### src/rtl/pc_sequencer.sv
// Program counter sequencer: sequential/branch/jump/call/return with a LIFO return stack.
// One-edge latency per stepped op; sticky ovf/unf flags for stack misuse.
module pc_sequencer #(
    parameter int PC_W        = 12,
    parameter int DATA_W      = 16,
    parameter int STACK_DEPTH = 4,
    parameter int RESET_PC    = 0
) (
    input  logic                           CLOCK_50,
    input  logic                           reset,
    input  logic                           step,
    input  logic [2:0]                     op,
    input  logic [DATA_W-1:0]              cond,
    input  logic [PC_W-1:0]                br_target,
    input  logic [PC_W-1:0]                j_target,
    input  logic                           err_clr,
    output logic [PC_W-1:0]                pc,
    output logic                           taken,
    output logic [$clog2(STACK_DEPTH):0]   depth,
    output logic                           ovf,
    output logic                           unf
);

    localparam int AW = $clog2(STACK_DEPTH);
    localparam int DW = AW + 1;

    typedef enum logic [2:0] {
        OP_NEXT = 3'b000,
        OP_BRZ  = 3'b001,
        OP_BRNZ = 3'b010,
        OP_JMP  = 3'b011,
        OP_CALL = 3'b100,
        OP_RET  = 3'b101
    } op_e;

    logic [PC_W-1:0] pc_q, pc_d;
    logic [DW-1:0]   depth_q, depth_d;
    logic            taken_q, taken_d;
    logic            ovf_q, ovf_d;
    logic            unf_q, unf_d;

    logic [PC_W-1:0] stack_q [STACK_DEPTH];
    logic            push_en;
    logic [AW-1:0]   push_idx;
    logic [AW-1:0]   top_idx;
    logic [PC_W-1:0] pc_inc;
    logic            cond_zero;
    logic            stack_full;
    logic            stack_empty;

    assign pc_inc      = pc_q + PC_W'(1);
    assign cond_zero   = (cond == '0);
    assign stack_full  = (depth_q == DW'(STACK_DEPTH));
    assign stack_empty = (depth_q == '0);
    assign push_idx    = depth_q[AW-1:0];
    // Only consulted when the stack is non-empty, so the wrap at depth 0 is harmless.
    assign top_idx     = depth_q[AW-1:0] - AW'(1);

    always_comb begin
        pc_d    = pc_q;
        depth_d = depth_q;
        taken_d = 1'b0;
        ovf_d   = ovf_q & ~err_clr;
        unf_d   = unf_q & ~err_clr;
        push_en = 1'b0;
        if (step) begin
            case (op)
                OP_NEXT: pc_d = pc_inc;
                OP_BRZ: begin
                    pc_d    = cond_zero ? br_target : pc_inc;
                    taken_d = cond_zero;
                end
                OP_BRNZ: begin
                    pc_d    = cond_zero ? pc_inc : br_target;
                    taken_d = ~cond_zero;
                end
                OP_JMP: begin
                    pc_d    = j_target;
                    taken_d = 1'b1;
                end
                OP_CALL: begin
                    if (stack_full) begin
                        pc_d  = pc_inc;
                        ovf_d = 1'b1;
                    end else begin
                        push_en = 1'b1;
                        pc_d    = j_target;
                        depth_d = depth_q + DW'(1);
                        taken_d = 1'b1;
                    end
                end
                OP_RET: begin
                    if (stack_empty) begin
                        pc_d  = pc_inc;
                        unf_d = 1'b1;
                    end else begin
                        pc_d    = stack_q[top_idx];
                        depth_d = depth_q - DW'(1);
                        taken_d = 1'b1;
                    end
                end
                default: ;
            endcase
        end
    end

    always_ff @(posedge CLOCK_50 or posedge reset) begin
        if (reset) begin
            pc_q    <= PC_W'(RESET_PC);
            depth_q <= '0;
            taken_q <= 1'b0;
            ovf_q   <= 1'b0;
            unf_q   <= 1'b0;
        end else begin
            pc_q    <= pc_d;
            depth_q <= depth_d;
            taken_q <= taken_d;
            ovf_q   <= ovf_d;
            unf_q   <= unf_d;
        end
    end

    // Entries above depth are never read, so the storage needs no reset.
    always_ff @(posedge CLOCK_50) begin
        if (push_en) begin
            stack_q[push_idx] <= pc_inc;
        end
    end

    assign pc    = pc_q;
    assign taken = taken_q;
    assign depth = depth_q;
    assign ovf   = ovf_q;
    assign unf   = unf_q;

endmodule

### config.mk
export PLATFORM = sky130hd
export DESIGN_NAME = pc_sequencer
export DESIGN_NICKNAME = d
export VERILOG_FILES = /design/src/rtl/pc_sequencer.sv
export SDC_FILE = /design/constraint.sdc
export NUM_CORES = 1
export LEC_CHECK = 0
export BUFFER_PORTS_ARGS = -buffer_cell sky130_fd_sc_hd__buf_2
export CORE_MARGIN = 4
export CORE_UTILIZATION = 50
export DETAILED_ROUTE_END_ITERATION = 12
export PLACE_DENSITY = 0.78
export SLEW_MARGIN = 25
export SYNTH_ARGS = -nofsm -noshare
export SYNTH_HDL_FRONTEND = slang
export SYNTH_SLANG_ARGS = --single-unit
### constraint.sdc
create_clock -name CLOCK_50 -period 2.38 [get_ports CLOCK_50]
set_clock_uncertainty 0.1 [all_clocks]
set_input_delay 0.476 -clock CLOCK_50 [delete_from_list [all_inputs] [get_ports CLOCK_50]]
set_output_delay 0.476 -clock CLOCK_50 [all_outputs]
set_load 0.01 [all_outputs]
# Word-level counts from Yosys, hierarchy flattened
# Memory sizes are Yosys's and may differ from the RTL's.
# Cells that the tools add are included.
# totals
register_bits	18
ram_bits	48
elab_cells	51
memories	1
# op_classes
addsub	4
n_eq_ne	8
mux	22
bitwise_logic	4
n_reduce_logical	7
# mem_list
memory	depth	width	rd	rd_clocked_by_memory_dff	write_ports	line_no	text
stack_q	4	12	1	0	1	42	logic [PC_W-1:0] stack_q [STACK_DEPTH];
# op_table
op	count
12-bit case mux with 6 select lines	1
12-bit two-way mux	4
16-bit logical NOT	1
1-bit two-way mux	13
12-bit by 1-bit adder with 12-bit output (second input constant)	1
3-bit == test (second input constant)	3
3-bit by 2-bit == test with 1-bit output (second input constant)	2
3-bit logical NOT	2
3-bit two-way mux	2
3-bit case mux with 2 select lines	1
6-bit nonzero test	1
1-bit case mux with 5 select lines	1
2-bit inequality test (second input constant)	2
4-bit AND reduction	1
3-bit by 1-bit adder with 3-bit output (second input constant)	1
3-bit by 1-bit == test with 1-bit output (second input constant)	1
3-bit by 1-bit subtractor with 3-bit output (second input constant)	1
1-bit bitwise AND	2
1-bit NOT	2
2-bit AND reduction	1
2-bit nonzero test	1
2-bit by 1-bit subtractor with 2-bit output (second input constant)	1

# Longest topological paths before layout
# depth
depth_word	6
ltp_mapped	9
mapped_depth_nobuf	7

# Worst setup path before layout
# Ideal clock, no wire load.
# synth_timing
path_type	reg-to-reg
startpoint	reg depth_q[0] (netlist: depth[0])
endpoint	reg pc_q[3] (netlist: pc[3])
setup_ps	134
arrival_time_ps	2143
required_time_ps	2146
path_slack_ps	3
path_stages_with_launch	8
period_less_slack_ps	2377
path_cell_list	dfrtp_1 buf_4 inv_1 ha_1 buf_2 mux4_2 a222oi_1 o211ai_1
# synth_between
elab_chain_cells	4
# synth_lines
item	line_no	text
start, declared	37	logic [DW-1:0] depth_q, depth_d;
start signal, assigned	116	depth_q <= depth_d;
2-bit by 1-bit subtractor with 2-bit output	57	assign top_idx = depth_q[AW-1:0] - AW'(1);
via top_idx[0]	45	logic [AW-1:0] top_idx;
memory 4 x 12 bit	n/a	
12-bit two-way mux	93	if (stack_empty) begin
12-bit case mux with 6 select lines	67	case (op)
end signal, assigned	109	pc_q <= PC_W'(RESET_PC);
end signal, assigned	115	pc_q <= pc_d;
end, declared	36	logic [PC_W-1:0] pc_q, pc_d;
# The timed path passes the listed nets, and every way through them passes these cells.
# A chain may end at the register's enable or synchronous reset.

# Worst setup path in the final report
# layout_timing
startpoint	reg depth_q[1] (netlist: depth[1])
endpoint	reg pc_q[5] (netlist: pc[5])
# layout_between
elab_chain_cells	4
# layout_lines
item	line_no
2-bit by 1-bit subtractor with 2-bit output	57
memory 4 x 12 bit	n/a
12-bit two-way mux	93
12-bit case mux with 6 select lines (*)	67
# Every way passes the cells marked *; elsewhere a longest branch is shown, timed or not.

==> results.yml <==
run_status:
  outcome: "completed"
worst_setup_path:
  crit_fanout: 8
  worstSetupPathType: "register to register"
  cp-start-kind: "register"
  end_kind: "register"
  crit_required_ns: 2.51
  critPathArrivalTime_ns: 2.21
die:
  coreArea_um2: 6350
  die_area_um2: 7900
  die_y_um: 88.9
  rows: 29
  die_w_um: 88.9
  io_pins: 65
  start_util_pct: 51.5
clock_tree:
  cts_resized: 0
  numCtsBuffers: 9
  postCtsSetupBuffers: 0
  root_buffer: "clkbuf_8"
  cts_tree: "yes"
  clock-sinks: 66
  clockBufferDepth: 2
  insertion_delay_ns: 0.35
  htreeDepth: 3
  clk_pin_slew_worst_paths_ns: 0.08
  hold_buffers: 0
placement:
  dpl.hpwl_mm: 5.14
  place.gp.congestion: 0.737
  io_buffers: 64
  pre_cts_ws_ns: 0.201
timing:
  fin_crit_sh_pct: 87.6
  setup_ws_ns: 0.296
  post-route-min-period_ns: 2.08
  setup_violations: 0
  rsz0062_at_grt: "false"
  tightest_slew_ns: 0.781
  fmax_ghz: 0.480
  slew_viol_final: 0
  max_slew_margin_pct: 47.9
  tns_ns: 0
  hold_violations: 0
flow_run:
  max_cap_viol_count: 0
synthesis:
  syn_area_um2: 3270
  synth_top_area_cell: "edfxtp_1"
  netlist_top_cells_area: "edfxtp_1, dfrtp_1, mux4_2"
  yosysWarningCount: 0
  yosysSeqAreaShare_pct: 57.9
  syn_nets: 295
  synth.avg_cell_area_um2: 13.5
  async_reset_ff_share_pct: 27.3
  synth_edf_count: 48
  synth-seq-cells: 66
  synth_ff_type: "edfxtp_1"
  synth_top_area_share_pct: 44.1
  syn_inst: 242
  ys_types: 44
final_layout:
  drive_gt1_share_pct: 38.0
  final_cell_mix: "buf_2, edfxtp_1, nand2_1, inv_1, dfrtp_1"
  n_antenna_cell: 0
  syn_to_final_growth_pct: 21.4
  final_common_cell: "buf_2"
  final_nets: 374
global_route:
  grt_max_degree: 19
  antenna_found_initial: 0
  grt_pass1_vias: 2309
  grt_first_pass_wirelength_mm: 11.9
  overflow: 0
  grtUsageTotal_pct: 20.9
routing:
  num_vias: 2267
  routed_wl_mm: 7.55
  wire_per_inst_um: 18.7
  dr.pass1.iters: 4
  drtAntennaViolNets: 0
  viasPerCell: 5.63
  drc: 0
  drt_iter0_drc: 177
worst_hold_path:
  hp-class: "input pin to asynchronous set/reset pin"
power:
  leakage_uw: 0.00160
  ir_worst_vdd_uv: 575
  p_per_area_nw_per_um2: 1040
[synth_stat cells (all sizes together) (5+ instances only)]
cell type and count:
and2 5, buf 7, o21ai 11, nor3 5, nand3 6, edfxtp 48
inv 21, xnor2 5, mux4 12, nand2 21, nor4 5, xor2 8
ha 5, a21oi 12, a221oi 11, nor2 14, dfrtp 18
[flip-flops by register name, summed over array words and instances (netlist names)]
register / cells
depth: 3
ovf: 1
pc: 12
stack_q: 48
taken: 1
unf: 1
[layout make-up]
type	instances	area [um^2]
Tap cell	77	96.3
Clock buffer	10	128
Fill cell	495	2380
Timing Repair Buffer	77	418
Inverter	21	78.8
Sequential cell	66	1890
Multi-Input combinational cell	146	1240
Clock inverter	6	115
[worst max-delay path: stages (launching register included)]
cell	delay [ns]
dfrtp_1	0.42
inv_1	0.14
ha_1	0.28
a21oi_1	0.11
a22o_1	0.32
buf_4	0.24
a221oi_2	0.24
a21oi_1	0.10
[path summary, 6_finish.rpt]
path,from,slack [ns],cells past startpoint,endpoint
worst min register to register,ovf,0.42,2,ovf
max in group asynchronous,reset,1.53,2,pc[4]
min in group CLOCK_50,err_clr,0.22,2,unf
worst max register to register,depth[1],0.30,7,pc[5]
worst min-delay path,reset,0.16,2,pc[8]
worst max-delay path,depth[1],0.30,7,pc[5]
[cells by family (layout without fill, tap and decap cells)]
logic type / count (synthesis) / in the layout / share of synthesized area (%)
simple gates: 67 / 67 / 11.1
flops: 66 / 66 / 57.9
compound gates: 47 / 47 / 12.2
buf+inv: 30 / 114 / 4.25
xor+xnor: 13 / 13 / 3.48
mux: 13 / 13 / 8.57
fa+ha+maj: 6 / 6 / 2.53
[report_power, final]
part	internal (uW)	total [uW]	switching [uW]
Clock	700	1150	451
Combinational	621	1380	759
Sequential	1470	1610	137
[routing by layer]
| layer | wire length [um] | global-route usage, % |
|---|---|---|
| met3 | 576 | 5.21 |
| met4 | 90 | 6.18 |
| met5 | 0 | 0 |
| met2 | 3700 | 34.8 |
| met1 | 3180 | 27.1 |
[stage by stage]
stage / cells / util (%) / area [um^2] / total power (uW) / hold WS [ns]
after floorplan: 242 / - / 3270 / 2590 / 0.315
after global placement: 387 / 58.7 / 3730 / 2970 / 0.401
after detailed placement: 387 / 58.7 / 3730 / 3010 / 0.408
after CTS: 403 / 62.5 / 3970 / 4170 / 0.189
after global routing: 403 / 62.5 / 3970 / 4380 / 0.227
final: 403 / 62.5 / 3970 / 4140 / 0.160
Note: power is estimated with default switching activity, not from simulation.
